===== src/rtl/nibble_serial_addsub_pkg.sv =====
// Shared definitions for the nibble-serial adder/subtractor.
// The state encoding, slice width and counter sizing live here so that the
// top level and the slice agree on them.
package addsub_pkg;

    // Width of the ripple-carry slice. One nibble is processed per clock.
    localparam int NIBBLE = 4;

    // Controller states. The encodings are fixed so that they stay stable
    // if a debug port is ever brought out.
    typedef enum logic [1:0] {
        ST_IDLE = 2'd0,
        ST_RUN  = 2'd1,
        ST_DONE = 2'd2
    } state_t;

    // Returns the number of bits needed to index 'value' items. The result is
    // never less than 1, so that a counter always has at least one bit.
    function automatic int clog2(input int value);
        int w;
        w = 1;
        while ((1 << w) < value) begin
            w = w + 1;
        end
        return w;
    endfunction

endpackage


===== src/rtl/nibble_serial_addsub_nibble_adder.sv =====
// Four-bit ripple-carry slice. The top level reuses this single slice for
// every nibble of the wide operands.
module nibble_adder
    import addsub_pkg::*;
(
    input  logic [NIBBLE-1:0] a,
    input  logic [NIBBLE-1:0] b,
    input  logic              ci,
    output logic [NIBBLE-1:0] s,
    output logic              co
);

    logic [NIBBLE:0] w_carry;

    assign w_carry[0] = ci;

    // Full-adder chain. Each bit passes its carry to the bit above it.
    for (genvar i = 0; i < NIBBLE; i++) begin : g_bit
        assign s[i]         = a[i] ^ b[i] ^ w_carry[i];
        assign w_carry[i+1] = (a[i] & b[i]) | (w_carry[i] & (a[i] ^ b[i]));
    end

    assign co = w_carry[NIBBLE];

endmodule


===== src/rtl/nibble_serial_addsub.sv =====
// Multi-cycle WIDTH-bit adder/subtractor built around one 4-bit slice.
// The block latches the operands when a request is accepted. It then feeds
// one nibble per clock through the slice, least significant nibble first,
// and carries between nibbles in a flop. The result is written in place, and
// the flags are produced on the final nibble.
module nibble_serial_addsub
    import addsub_pkg::*;
#(
    parameter int WIDTH = 16
)
(
    input  logic             clk,
    input  logic             rst_n,
    input  logic             start,
    input  logic             sub,
    input  logic [WIDTH-1:0] a,
    input  logic [WIDTH-1:0] b,
    output logic             busy,
    output logic             done,
    output logic [WIDTH-1:0] result,
    output logic             carry_out,
    output logic             overflow
);

    localparam int              N    = WIDTH / NIBBLE;
    localparam int              CW   = clog2(N);
    localparam logic [CW-1:0]   LAST = CW'(N - 1);

    state_t            r_state;
    state_t            w_nextState;
    logic              w_accept;
    logic              w_running;
    logic              w_lastNibble;

    logic [WIDTH-1:0]  r_opA;
    logic [WIDTH-1:0]  r_opB;
    logic              r_carry;
    logic [CW-1:0]     r_count;

    logic [WIDTH-1:0]  r_result;
    logic              r_carryOut;
    logic              r_overflow;

    logic [NIBBLE-1:0] w_nibA;
    logic [NIBBLE-1:0] w_nibB;
    logic [NIBBLE-1:0] w_sum;
    logic              w_sliceCo;

    assign w_running    = (r_state == ST_RUN);
    assign w_lastNibble = w_running && (r_count == LAST);

    // Next-state logic. A request is accepted from IDLE, and also from DONE,
    // so that back-to-back operations lose no extra cycle. While RUN is
    // active, start is ignored.
    always_comb begin
        w_nextState = r_state;
        w_accept    = 1'b0;
        case (r_state)
            ST_IDLE: begin
                if (start) begin
                    w_accept    = 1'b1;
                    w_nextState = ST_RUN;
                end
            end
            ST_RUN: begin
                if (w_lastNibble) begin
                    w_nextState = ST_DONE;
                end
            end
            ST_DONE: begin
                if (start) begin
                    w_accept    = 1'b1;
                    w_nextState = ST_RUN;
                end else begin
                    w_nextState = ST_IDLE;
                end
            end
            default: begin
                w_nextState = ST_IDLE;
            end
        endcase
    end

    // State register. A reset aborts any operation in flight.
    always_ff @(posedge clk or negedge rst_n) begin
        if (!rst_n) begin
            r_state <= ST_IDLE;
        end else begin
            r_state <= w_nextState;
        end
    end

    // Operand capture. B is stored already inverted for subtraction, so the
    // slice only ever adds. The +1 comes in through the initial carry.
    always_ff @(posedge clk or negedge rst_n) begin
        if (!rst_n) begin
            r_opA <= '0;
            r_opB <= '0;
        end else if (w_accept) begin
            r_opA <= a;
            r_opB <= sub ? ~b : b;
        end
    end

    // Inter-nibble carry and nibble index. The index returns to zero when the
    // last nibble is done, so it never holds a value past the last nibble.
    always_ff @(posedge clk or negedge rst_n) begin
        if (!rst_n) begin
            r_carry <= 1'b0;
            r_count <= '0;
        end else if (w_accept) begin
            r_carry <= sub;
            r_count <= '0;
        end else if (w_running) begin
            r_carry <= w_sliceCo;
            r_count <= w_lastNibble ? '0 : r_count + CW'(1);
        end
    end

    // Nibble select. Picks the operand nibbles addressed by the current index.
    always_comb begin
        w_nibA = '0;
        w_nibB = '0;
        for (int k = 0; k < N; k++) begin
            if (r_count == CW'(k)) begin
                w_nibA = r_opA[k*NIBBLE +: NIBBLE];
                w_nibB = r_opB[k*NIBBLE +: NIBBLE];
            end
        end
    end

    nibble_adder u_slice (
        .a  (w_nibA),
        .b  (w_nibB),
        .ci (r_carry),
        .s  (w_sum),
        .co (w_sliceCo)
    );

    // Result assembly. Only the nibble addressed by the index is written in
    // each RUN cycle. The other nibbles keep their values, so the result stays
    // stable through IDLE.
    always_ff @(posedge clk or negedge rst_n) begin
        if (!rst_n) begin
            r_result <= '0;
        end else if (w_running) begin
            for (int k = 0; k < N; k++) begin
                if (r_count == CW'(k)) begin
                    r_result[k*NIBBLE +: NIBBLE] <= w_sum;
                end
            end
        end
    end

    // Flags, taken on the final nibble. Signed overflow means both addends
    // had the same sign and the sum's sign differs from it.
    always_ff @(posedge clk or negedge rst_n) begin
        if (!rst_n) begin
            r_carryOut <= 1'b0;
            r_overflow <= 1'b0;
        end else if (w_lastNibble) begin
            r_carryOut <= w_sliceCo;
            r_overflow <= (r_opA[WIDTH-1] == r_opB[WIDTH-1]) &&
                          (w_sum[NIBBLE-1] != r_opA[WIDTH-1]);
        end
    end

    assign busy      = w_running;
    assign done      = (r_state == ST_DONE);
    assign result    = r_result;
    assign carry_out = r_carryOut;
    assign overflow  = r_overflow;

endmodule

===== config.mk =====
export PLATFORM = sky130hd
export DESIGN_NAME = nibble_serial_addsub
export DESIGN_NICKNAME = d
export VERILOG_FILES = /design/src/rtl/nibble_serial_addsub_pkg.sv /design/src/rtl/nibble_serial_addsub_nibble_adder.sv /design/src/rtl/nibble_serial_addsub.sv
export SDC_FILE = /design/constraint.sdc
export NUM_CORES = 1
export LEC_CHECK = 0
export ABC_AREA = 1
export BUFFER_PORTS_ARGS = -buffer_cell sky130_fd_sc_hd__clkbuf_2
export CAP_MARGIN = 20
export CORE_ASPECT_RATIO = 0.75
export CORE_MARGIN = 3
export CORE_UTILIZATION = 35
export DETAILED_ROUTE_END_ITERATION = 7
export SETUP_SLACK_MARGIN = 0.5
export SYNTH_ARGS = -nofsm -noshare
export SYNTH_HDL_FRONTEND = slang
export SYNTH_SLANG_ARGS = --single-unit

===== constraint.sdc =====
create_clock -name clk -period 3.7 [get_ports clk]
set_input_delay 0.185 -clock clk [delete_from_list [all_inputs] [get_ports clk]]
set_output_delay 0.185 -clock clk [all_outputs]
set_load 0.05 [all_outputs]

==> results by group <==
Power and ir drop
  – Pwr Density: 1040 mW/mm²
  – Leak: 1.69 nW
  – Sequential share of power: 31.7%
  – Internal Power: 0.00167 W
  – Clock group share of total power: 9.9%
  – Sw frac: 50.9%
  – Max VDD drop: just over 0.0004 V
  – Combinational Power Share: 58.4%
  – Switching pwr: 0.00172 W

Floorplanning
  – Die ar.: 0.00893 mm²
  – Die Wd: 108 µm
  – Die height: 82.6 µm
  – I/O pin total: between 50 and 60
  – Core region area: 0.00747 mm²
  – Initial Utilization: 36.7%
  – # rows: 27

Yosys
  – Mapped Nets: 361
  – Post-Synth Adder-Cell Area: 4.75%
  – Top FF cell, synth: dfrtp_1
  – Area leader, netlist: dfrtp_1
  – Synth Area in Compound Gates: 9.46%
  – Post-synthesis mux area share: 0%
  – Netlist cell types: 24
  – Simple-Gate Fraction of Synth Area: 22.8%
  – EDFF count, synth: 0
  – Synth warnings: 0
  – Post-synth top area share: 50.3%
  – Sequential area share after synthesis: between 50% and 60%
  – Mean Syn Cell Area: 8.64 µm²
  – Xor/xnor cell area share of the yosys netlist: just over 5%
  – FF+latch count, synth: 55
  – Most frequent cell after synthesis: nand2_1
  – Top post-synthesis cells by count: nand2_1, dfrtp_1, o21ai_0, inv_1, xnor2_1
  – Fraction of registers with async set/reset: 100%
  – Count of mapped cells out of synthesis: 317
  – Post-Syn Area: 0.00274 mm²
  – Top cells by area, synth: dfrtp_1, nand2_1, xnor2_1
  – Combinational family with the most area after synthesis: simple AND/OR/NAND/NOR gates

STA
  – Max Freq: 330 MHz
  – Worst-Margin Slew: 559 ps
  – Final setup fails: 0
  – Final setup TNS: 0 ps
  – Unrepaired setup endpoints after global routing: false
  – Final Critical Period: 3030 ps
  – Final Max Tran Viols: 0
  – Hold Fails Final Rpt: 0
  – WHS: 65.3 ps
  – Slack of the critical path: 671 ps
  – Worst Skew: 7.41 ps
  – Rel. slew slack: between 60% and 70%
  – Final period utilization: 81.9%

Setup path
  – Worst r2r src: r_count[0]
  – Worst path cell trace: inv_4 > ha_4 > buf_8 > a21oi_2 > nand2_1 > a21oi_2 > fa_2 > inv_1 > fa_2 > inv_2 > fa_1 > inv_1 > fa_1 > inv_2 > nand3_1 > o21ai_0 > nand2_1 > nand2_1
  – CP delay by family, top: adder cells
  – Worst Path Required: 3950 ps
  – CP peak stage delay: 470 ps
  – Crit Path Max Fanout: 9
  – CP Class: reg -> reg
  – CP Data Arrival Time: 3280 ps
  – Cell mode on critical path: nand2_1
  – CP startpoint: r_count[0]
  – Critical Path Source Type: flop
  – Buf/Inv on CP: 6
  – Crit. End Element: flop
  – Critical-path top delay cell: dfrtp_2

Cells and area
  – N_diodes: 0
  – Layout Area Growth over Synthesis: 18.6%
  – Proportion of layout cells with a drive suffix above 1: 28.1%
  – Final core area utilization: 43.5%
  – Design Area, Final: 0.00325 mm²
  – Nets: around 420

Clocking
  – Clock slew at reported path FFs: around 100 ps
  – Max Root-Sink Buffers: 2
  – TritonCTS Buffers: 5
  – H-tree depth: 2
  – CTS root buf: clkbuf_8
  – Clk sinks: 55
  – CTS tree: built
  – Clk_lat worst skew: a little over 300 ps

Job
  – Max-cap viol count: 0

Placed design
  – Placer Congestion: 0.900
  – DP Wirelength: 4.31 mm
  – Post-DP Area: roughly 0.003 mm²
  – IO buf count: 55
  – Pre-CTS setup slack: 406 ps

Global route
  – First-pass GRT wire length: 9.66 mm
  – Initial antenna violation count: 0
  – Largest net degree at the start of global routing: 52
  – Residual overflow from global routing: 0
  – Gr usage total: 13.9%
  – Vias in the first global route: slightly below 2,000

Route
  – Via count: ~2,200
  – DRC: 0
  – Via density: between 4 and 5
  – Antenna Nets Post-Route: 0
  – WL final: 5.95 mm
  – Routed wire per std cell: approximately 13 µm
  – Pre-antenna DRT Iters: 4
  – DRT iter0 DRCs: 90

Worst hold path
  – Hold Crit Class: in -> reg
  – Hold path startpoint: a[7]

Run status
  – Status: complete, no violations
## registers in the layout, summed over array words and instances (netlist names)
name       count
r_opB         16
overflow       1
r_state        2
result        16
carry_out      1
r_carry        1
r_opA         16
r_count        2
## tightest hold or removal path, stage by stage
cell and delay [ps]:
clkbuf_2 70, nand2_1 40, nand2_1 40
## final cells by class
cell class                 count  area, µm²
inverter                      25        103
tap                          101        126
clock inverter                 3       20.0
clock buffer                   5       68.8
timing repair buffer          62        338
sequential                    55       1380
fill                         782       4220
multi-input combinational    224       1210
## routing by layer
metal  routed length [µm]  share of wire (%)  track usage (%)
met1                 3080                 52             20.8
met2                 2510                 42             20.2
met3                  345                5.8             3.50
met4                   14               0.24             3.15
met5                    0                  0                0
## cell families (layout without fill, tap and decap cells)
| logic type | count (synthesis) | after routing |
|---|---|---|
| and+or+nand+nor | 152 | 152 |
| DFF | 55 | 55 |
| AOI/OAI and AO/OA | 48 | 48 |
| buffers and inverters | 38 | 95 |
| xor gates and xnor gates | 16 | 16 |
| adders and majority gates | 8 | 8 |
## power by group through the flow
stage	logic [W]	registers [W]	clock network, W
floorplan	0.00110	0.00134	0
global placement	0.00180	0.00107	0
detailed placement	0.00183	0.00107	0
CTS	0.00184	0.00106	0.000342
global route	0.00223	0.00111	0.000370
finish	0.00198	0.00108	0.000334
## cells in the final DEF (no fill, tap or decap)
cell | netlist | final
a21oi_1 | 11 | 7
a21oi_2 | 0 | 4
buf_4 | 4 | 5
buf_8 | 1 | 1
clkbuf_2 | 0 | 55
clkbuf_8 | 0 | 5
clkinv_2 | 1 | 2
clkinvlp_4 | 0 | 2
dfrtp_1 | 55 | 54
dfrtp_2 | 0 | 1
dlygate4sd3_1 | 0 | 1
fa_1 | 4 | 2
fa_2 | 0 | 2
ha_2 | 0 | 1
ha_4 | 0 | 3
inv_1 | 19 | 14
inv_2 | 4 | 7
inv_4 | 1 | 3
nand2_1 | 122 | 122
nand2_2 | 2 | 2
nand2_4 | 4 | 4
nand3_1 | 6 | 6
nor2_1 | 15 | 15
nor2_2 | 1 | 1
nor2_4 | 1 | 1
o21ai_0 | 22 | 22
o21ai_1 | 10 | 10
o21ai_2 | 5 | 5
or2_2 | 1 | 1
xnor2_1 | 16 | 16
## path summary, 6_finish.rpt
path                              end  slack, ps  cells past startpoint
setup / recovery             overflow        670                     18
hold / removal               r_opA[7]         70                      3
setup reg to reg             overflow        670                     18
hold reg to reg              r_opA[8]        490                      2
max in group asynchronous  r_count[0]       2560                      3
min in group asynchronous   carry_out        280                      2
## per-stage QoR
| step | total power [W] | cells |
|---|---|---|
| after floorplan | 0.00244 | 317 |
| after global placement | 0.00288 | 463 |
| after detailed placement | 0.00290 | 463 |
| after CTS | 0.00324 | 472 |
| after global routing | 0.00371 | 475 |
| final | 0.00339 | 475 |
## timing repair
item                                    CTS  global route
hold buffers                              1             0
resized for setup                         2            21
endpoints found under the setup margin    4             6
hold endpoints to repair                 10             0
setup buffers                             0             3
pin swaps                                 0             4
(Power assumes the default switching activity.)
